### config.mk
export PLATFORM = sky130hd
export DESIGN_NAME = hour_counter_bcd
export DESIGN_NICKNAME = d
export VERILOG_FILES = /design/src/rtl/hour_counter_bcd.sv
export SDC_FILE = /design/constraint.sdc
export NUM_CORES = 1
export LEC_CHECK = 0
export ABC_AREA = 1
export ABC_CLOCK_PERIOD_IN_PS = 11200
export BUFFER_PORTS_ARGS = -buffer_cell sky130_fd_sc_hd__buf_4
export CELL_PAD_IN_SITES_DETAIL_PLACEMENT = 0
export CELL_PAD_IN_SITES_GLOBAL_PLACEMENT = 2
export CORE_ASPECT_RATIO = 1.2
export CORE_MARGIN = 5
export CORE_UTILIZATION = 34
export CTS_CLUSTER_DIAMETER = 200
export CTS_CLUSTER_SIZE = 40
export DETAILED_ROUTE_END_ITERATION = 6
export PLACE_DENSITY_LB_ADDON = 0.1
export SYNTH_ARGS = -nofsm -noshare
export SYNTH_HDL_FRONTEND = slang
export SYNTH_SLANG_ARGS = --single-unit
### constraint.sdc
create_clock -name clk -period 11.2 [get_ports clk]
set_clock_uncertainty 0.2 [all_clocks]
set_input_delay 2.24 -clock clk [delete_from_list [all_inputs] [get_ports clk]]
set_output_delay 2.24 -clock clk [all_outputs]
set_load 0.01 [all_outputs]
### src/rtl/hour_counter_bcd.sv
// hour_counter_bcd: BCD hour-of-day counter, switchable 12/24-hour, with load, conversion and wrap.
// Define HOUR_COUNTER_DOWN_EN to make dec count backwards; otherwise dec is ignored.
module hour_counter_bcd #(
    parameter logic [3:0] RESET_TENS = 4'd1,
    parameter logic [3:0] RESET_ONES = 4'd2,
    parameter logic       RESET_PM   = 1'b0
) (
    input  logic       clk,
    input  logic       reset,
    input  logic       inc,
    input  logic       dec,
    input  logic       mode24,
    input  logic       load,
    input  logic [3:0] load_tens,
    input  logic [3:0] load_ones,
    input  logic       load_pm,
    output logic [3:0] tens,
    output logic [3:0] ones,
    output logic       pm,
    output logic       wrap,
    output logic       load_err
);
    logic [3:0] tens_q, tens_d, ones_q, ones_d;
    logic       pm_q, pm_d, wrap_q, wrap_d, load_err_q, load_err_d, mode_q, mode_d;
    logic       up, dn, ld_ok;
    logic [4:0] cur_val, h24, nxt_h;
    logic [7:0] ld_val;

`ifdef HOUR_COUNTER_DOWN_EN
    assign up = inc & ~dec;
    assign dn = dec & ~inc;
`else
    assign up = inc;
    assign dn = dec & 1'b0;
`endif

    // Encode a 0..23 hour as BCD in the requested display mode.
    function automatic logic [7:0] enc(input logic [4:0] h, input logic m);
        logic [4:0] n;
        logic [3:0] t;
        n = m ? h : (h == 5'd0 ? 5'd12 : (h > 5'd12 ? h - 5'd12 : h));
        t = n >= 5'd20 ? 4'd2 : (n >= 5'd10 ? 4'd1 : 4'd0);
        return {t, 4'(n - 5'(t) * 5'd10)};
    endfunction

    assign cur_val = 5'(tens_q) * 5'd10 + 5'(ones_q);
    // The stored digits are in the format of the registered mode; normalise to 0..23.
    assign h24 = mode_q ? cur_val :
                 (cur_val == 5'd12 ? (pm_q ? 5'd12 : 5'd0) : (pm_q ? cur_val + 5'd12 : cur_val));
    assign nxt_h = up ? (h24 == 5'd23 ? 5'd0 : h24 + 5'd1) :
                   dn ? (h24 == 5'd0 ? 5'd23 : h24 - 5'd1) : h24;
    assign ld_val = 8'(load_tens) * 8'd10 + 8'(load_ones);
    assign ld_ok = load_ones <= 4'd9 &&
                   (mode24 ? ld_val <= 8'd23 : (ld_val >= 8'd1 && ld_val <= 8'd12));

    always_comb begin
        tens_d     = tens_q;
        ones_d     = ones_q;
        pm_d       = pm_q;
        wrap_d     = 1'b0;
        load_err_d = 1'b0;
        mode_d     = mode24;
        if (load) begin
            if (ld_ok) begin
                tens_d = load_tens;
                ones_d = load_ones;
                pm_d   = mode24 ? ld_val >= 8'd12 : load_pm;
            end else begin
                load_err_d = 1'b1;
                mode_d     = mode_q;
            end
        end else if (mode24 != mode_q) begin
            {tens_d, ones_d} = enc(h24, mode24);
            pm_d             = h24 >= 5'd12;
        end else if (up || dn) begin
            {tens_d, ones_d} = enc(nxt_h, mode_q);
            pm_d             = nxt_h >= 5'd12;
            wrap_d           = (up && h24 == 5'd23) || (dn && h24 == 5'd0);
        end
    end

    always_ff @(posedge clk) begin
        if (reset) begin
            tens_q     <= RESET_TENS;
            ones_q     <= RESET_ONES;
            pm_q       <= RESET_PM;
            wrap_q     <= 1'b0;
            load_err_q <= 1'b0;
            mode_q     <= mode24;
        end else begin
            tens_q     <= tens_d;
            ones_q     <= ones_d;
            pm_q       <= pm_d;
            wrap_q     <= wrap_d;
            load_err_q <= load_err_d;
            mode_q     <= mode_d;
        end
    end

    assign tens     = tens_q;
    assign ones     = ones_q;
    assign pm       = pm_q;
    assign wrap     = wrap_q;
    assign load_err = load_err_q;
endmodule

# After elaboration in Yosys (flattened, before gate mapping)
# Index checks and enable logic that the tools add are counted.
# word_totals
register_bits	12
in_bits	15
output_inout_bits	11
word_cells	81
# classes
addsub	8
multipliers	4
n_lt_le_gt_ge	13
n_eq_ne	5
mux	34
bitwise	2
n_reduce_logical	9
# ops
op	n
5-bit 2-to-1 mux	11
4-bit 2-to-1 mux	9
5-bit by 4-bit greater-or-equal comparator with 1-bit output, second input constant	4
1-bit 2-to-1 mux	12
5-bit greater-or-equal comparator, second input constant	2
5-bit by 4-bit > comparator with 1-bit output, second input constant	2
5-bit logical NOT	2
5-bit by 4-bit subtractor with 5-bit output, second input constant	2
8-bit by 4-bit adder with 8-bit output	1
8-bit by 1-bit greater-or-equal comparator with 1-bit output, second input constant	1
8-bit by 4-bit greater-or-equal comparator with 1-bit output, second input constant	1
8-bit by 4-bit <= comparator with 1-bit output, second input constant	1
8-bit by 5-bit <= comparator with 1-bit output, second input constant	1
4-bit subtractor	2
4-bit by 3-bit multiplier with 7-bit output, second input constant	1
2-bit by 3-bit multiplier with 3-bit output, second input constant	2
5-bit by 1-bit adder with 5-bit output, second input constant	1
5-bit by 4-bit adder with 5-bit output	1
5-bit by 4-bit adder with 5-bit output, second input constant	1
5-bit by 4-bit == test with 1-bit output, second input constant	1
5-bit == test, second input constant	1
4-bit <= comparator, second input constant	1
4-bit by 3-bit multiplier with 4-bit output, second input constant	1
2-bit 2-to-1 mux	2
9 further kinds	12

# Longest topological paths before layout
# logic_depth
word_depth	21
depth_mapped	37
depth_no_buf	37

# Least setup slack after synthesis
# No wires, ideal clock.
# synth_path
path_type	input to register
start	input load_tens[1]
end	register ones_q[0] (netlist: ones[0])
setup_time_ns	0.070
t_arrival_ns	4.675
t_required_ns	10.930
setup_slack_ns	6.255
stages	15
path_buffers	1
path_cell_list	ha_1 -> ha_1 -> fa_1 -> xnor2_1 -> inv_1 -> nand3_1 -> xor2_1 -> nor3b_1 -> nand2_1 -> o21ai_0 -> o21ai_0 -> clkbuf_1 -> o21ai_0 -> nand2_1 -> a21oi_1
# synth_between
elab_chain_cells	8
word_cells_on_any_way	10
cone_classes	1 x add/sub; 1 x mul; 3 x order compare; 1 x eq/ne; 1 x mux; 3 x reduce/logical
# synth_lines
element	line_no	source
from (decl)	14	input logic [3:0] load_tens,
4-bit by 3-bit multiplier with 7-bit output *	52	assign ld_val = 8'(load_tens) * 8'd10 + 8'(load_ones);
8-bit by 4-bit adder with 8-bit output *	52	
8-bit by 1-bit greater-or-equal comparator with 1-bit output / 8-bit by 4-bit <= comparator with 1-bit output (equally long branches)	54	(mode24 ? ld_val <= 8'd23 : (ld_val >= 8'd1 && ld_val <= 8'd12));
1-bit logical AND	54	
1-bit 2-to-1 mux *	54	
1-bit logical AND *	53	assign ld_ok = load_ones <= 4'd9 &&
2-bit by 1-bit inequality test with 1-bit output (no source line) *	n/a	
2-bit AND reduction (no source line) *	n/a	
to (signal assigned)	92	ones_q <= ones_d;
to (decl)	23	logic [3:0] tens_q, tens_d, ones_q, ones_d;
# Every way passes the cells marked *; elsewhere a longest branch is shown, timed or not.
# A chain may end at the register's enable or synchronous reset.

# Worst setup path after layout
# layout_path
start	input load_tens[1]
end	register tens_q[1] (netlist: tens[1])
# layout_between
elab_chain_cells	8
word_cells_on_any_way	12
cone_classes	1 x add/sub; 1 x mul; 3 x order compare; 1 x eq/ne; 3 x mux; 3 x reduce/logical
# layout_lines
element	line_no	source
4-bit by 3-bit multiplier with 7-bit output	52	
8-bit by 4-bit adder with 8-bit output	52	
8-bit by 1-bit greater-or-equal comparator with 1-bit output / 8-bit by 4-bit <= comparator with 1-bit output (equally long branches)	54	
1-bit logical AND	54	
1-bit 2-to-1 mux	54	
1-bit logical AND	53	
2-bit by 1-bit inequality test with 1-bit output (no source line)	n/a	
2-bit AND reduction (no source line)	n/a	
to (signal assigned)	91	tens_q <= tens_d;
to (decl)	23	
# Parallel ways exist; a longest one is shown, timed or not. The select of a mux whose other input is x is not followed.

==> implementation parameters <==
Parameter                              Value

Worst setup path
  Arr. time, crit path ... roughly 5.2 ns
  Slowest cell on crit path ... fa_1
  Worst path required time ... 11.17 ns
  Maximum net fanout on the critical path ... 12
  Critical path class ... in -> reg
  Critical-path cell list ... buf_4 -> ha_1 -> ha_1 -> fa_1 -> xnor2_1 -> inv_1 -> nand3_1 -> xor2_1 -> nor3b_1 -> nand2_1 -> o21ai_0 -> o21ai_0 -> buf_4 -> inv_1 -> o2111ai_1 -> a21oi_1
  Delay of the slowest critical-path stage ... 0.38 ns
  Kind of end point of the critical path ... flip-flop
  Critical path launch point type ... primary input

Placement
  Detailed-placement wirelength estimate ... 4.25 mm
  Number of I/O port buffers ... 24
  Final weighted congestion in routability-driven placement ... 0.782

Power
  Switching part of the total power ... 0.576
  Internal cell power ... 0.322 mW
  Switching power summed over all nets ... 0.437 mW
  Lkg Pwr ... 1.12 nW
  Part of the power in registers ... 0.080
  Power share of the combinational group ... 0.859
  Clock Power Share ... 0.061
  VDD IR max ... 0.000194 V
  Total power per unit cell area ... 354 nW/um^2

Timing
  Final clock period utilization by the worst path ... 0.469
  Max-slew headroom ... 0.755
  Max frequency ... 190 MHz
  # setup viols final ... 0
  Time the final worst path needs with I/O delays and setup ... roughly 5.3 ns
  Number of hold violations in the final report ... 0
  Final number of max-transition violations ... 0
  Slew at the pin with the worst max-slew slack ... approximately 0.37 ns
  Total negative slack for setup checks ... 0 ns
  Unrepaired setup endpoints after global routing ... no
  Worst hold slack across all endpoints ... 0.306 ns

Flow run
  Max capacitance violation total ... 0

Clock network
  Number of cells upsized or downsized after cts ... 0
  Cts hold-fix bufs ... 0
  Cell at the root of the clock tree ... clkbuf_8
  Maximum root-to-sink buffer count ... 2
  Worst-Skew Late Latency ... 0.24 ns
  Number of setup buffers added after CTS ... 0
  TritonCTS clock tree ... done
  Number of clock buffers inserted by TritonCTS ... 3
  Post-CTS clock slew at the launch and capture registers of the worst setup and hold paths ... roughly 0.050 ns
  CTS sink count ... 12
  Total number of H-tree levels ... 1

Drt
  Drt wl/cell ... 13.2 um
  Number of vias in the routed layout ... 1,797
  Total Wirelength ... 4.92 mm
  Number of optimization iterations in the first detailed-route pass ... 4
  Residual antenna-violating net count after detailed routing ... 0
  Iteration-0 DRC Markers ... 85
  DRC violations left ... 0
  Via/cell ratio ... just under 5

Die
  Die width ... 77.1 um
  Die area ... 6970 um^2
  Initial standard-cell utilization of the core ... 0.349
  Top Ports ... 26
  Chip height ... about 90 um
  Standard-cell row count ... 29
  Core area ... 5260 um^2

Synth
  Number of synthesized register bits ... 12
  Number of warnings reported in the yosys synthesis log ... 0
  Net count after synthesis ... 325
  Share of the yosys chip area belonging to registers ... 0.136
  Synthesized instance count ... 285
  Synth unique cells ... 36
  Average cell area after synthesis ... 6.44 um^2
  Netlist area before placement ... around 1800 um^2

GRT
  Global-route congestion overflow total ... 0
  Maximum number of pins on one net before global-route repair ... 13
  First-pass GRT wire length ... 8.25 mm
  Global routing usage summed across all routing layers ... 0.142
  Number of global-route vias before repair ... 1,729
  Antenna violations before repair ... 0

Cells and area
  Commonest non-fill, non-tap cells in the layout ... 66 x nand2_1, 45 x inv_1, 25 x nand3_1, 25 x nor2_1, 25 x buf_4
  Share of final-layout standard cells stronger than drive strength 1 ... 0.197
  Fill cell count ... 578
  Final layout net count ... 351
  Synthesis-to-finish area growth ... 16.6%
  Diodes inserted ... 0
  Most common cell after layout, fill and taps aside ... nand2_1

Status
  Run status ... finished, final reports clean

Min path
  Worst hold path type ... reg -> reg
-- synthesized netlist by cell type --
library cell  count  share of area
a211oi_1          1         0.0041
a21o_1            1         0.0041
a21oi_1           8          0.022
a21oi_2           3          0.014
a221oi_1          2         0.0095
a31oi_1           1         0.0034
and2_1            1         0.0034
clkbuf_1          4         0.0082
clkinv_1          1         0.0020
dfxtp_1          11           0.12
edfxtp_1          1          0.016
fa_1              5          0.055
ha_1             20           0.14
inv_1            45          0.092
inv_2             4         0.0082
nand2_1          66           0.13
nand2_2          10          0.034
nand2_4           1         0.0061
nand3_1          25          0.068
nand3_2           5          0.027
nand3_4           1         0.0095
nand4_1           7          0.024
nor2_1           25          0.051
nor2_4            1         0.0061
nor3_1            3         0.0082
nor3b_1           1         0.0041
o2111ai_1         1         0.0048
o211ai_1          1         0.0041
o21a_1            1         0.0041
o21ai_0          10          0.027
o21ai_1           1         0.0027
o21ai_2           7          0.033
o21bai_1          1         0.0041
o221ai_1          4          0.019
xnor2_1           2         0.0095
xor2_1            4          0.019
-- sequential cells by signal, indices dropped and copies added (netlist names) --
| register | count |
|---|---|
| pm | 1 |
| wrap | 1 |
| mode_q | 1 |
| load_err | 1 |
| ones | 4 |
| tens | 4 |
-- per-stage QoR --
step | instance area [um^2] | setup slack [ns] | total power, mW | utilization | cells
floorplan | 1840 | 6.26 | 0.571 | - | 285
global placement | 2090 | 5.68 | 0.716 | 0.396 | 368
detailed placement | 2090 | 5.70 | 0.713 | 0.396 | 368
CTS | 2140 | 5.93 | 0.768 | 0.407 | 372
global route | 2140 | 5.59 | 0.858 | 0.407 | 372
finish | 2140 | 5.94 | 0.759 | 0.407 | 372
-- power by group through the flow --
stage               sequential, mW  combinational (mW)  clock [mW]
floorplan                   0.0633               0.508           0
global placement            0.0619               0.654           0
detailed placement          0.0616               0.651           0
CTS                         0.0608               0.659      0.0479
global route                0.0623               0.745      0.0504
finish                      0.0606               0.651      0.0466
-- kinds of logic after synthesis --
group	count (synthesis)	share of synthesized area
xor gates and xnor gates	6	0.0286
buffers and inverters	54	0.110
adders and majority gates	25	0.191
DFF	12	0.136
and+or+nand+nor	146	0.377
AOI/OAI and AO/OA	42	0.157
-- critical path: cells and delay by family --
| kind | cells | cell delay [ns] |
|---|---|---|
| AND/OR/NAND/NOR | 3 | 0.45 |
| XOR/XNOR | 2 | 0.34 |
| AO/OA/AOI/OAI | 4 | 0.73 |
| buffers and inverters | 4 | 0.58 |
| adder cells (fa/ha/maj) | 3 | 0.90 |
-- final timing paths --
path	startpoint	to	slack, ns	cells after the start
max reg2reg	tens[0]$_SDFFE_PP1P_	ones[2]$_SDFFE_PP0P_	6.19	31
min reg2reg	ones[3]$_SDFFE_PP0P_	ones[3]$_SDFFE_PP0P_	0.31	2
min	ones[3]$_SDFFE_PP0P_	ones[3]$_SDFFE_PP0P_	0.31	2
max	load_tens[1]	tens[1]$_SDFFE_PP0P_	5.94	16
-- final cells by class --
class / instances / area (um^2) / share of cell area
Multi-Input combinational cell: 219 / 1380 / 0.646
Sequential cell: 12 / 250 / 0.117
Clock buffer: 4 / 55.1 / 0.0257
Timing Repair Buffer: 25 / 188 / 0.0877
Tap cell: 62 / 77.6 / 0.0362
Inverter: 50 / 188 / 0.0877
-- per-layer routing --
| metal | up-vias | routed length, um | global-route usage |
|---|---|---|---|
| li1 | 985 | - | - |
| met1 | 791 | 2400 | 0.190 |
| met2 | 19 | 2400 | 0.248 |
| met3 | 2 | 92 | 0.00798 |
| met4 | 0 | 23 | 0.0301 |
| met5 | - | 0 | 0 |
Power figures use the tool's default switching activity.
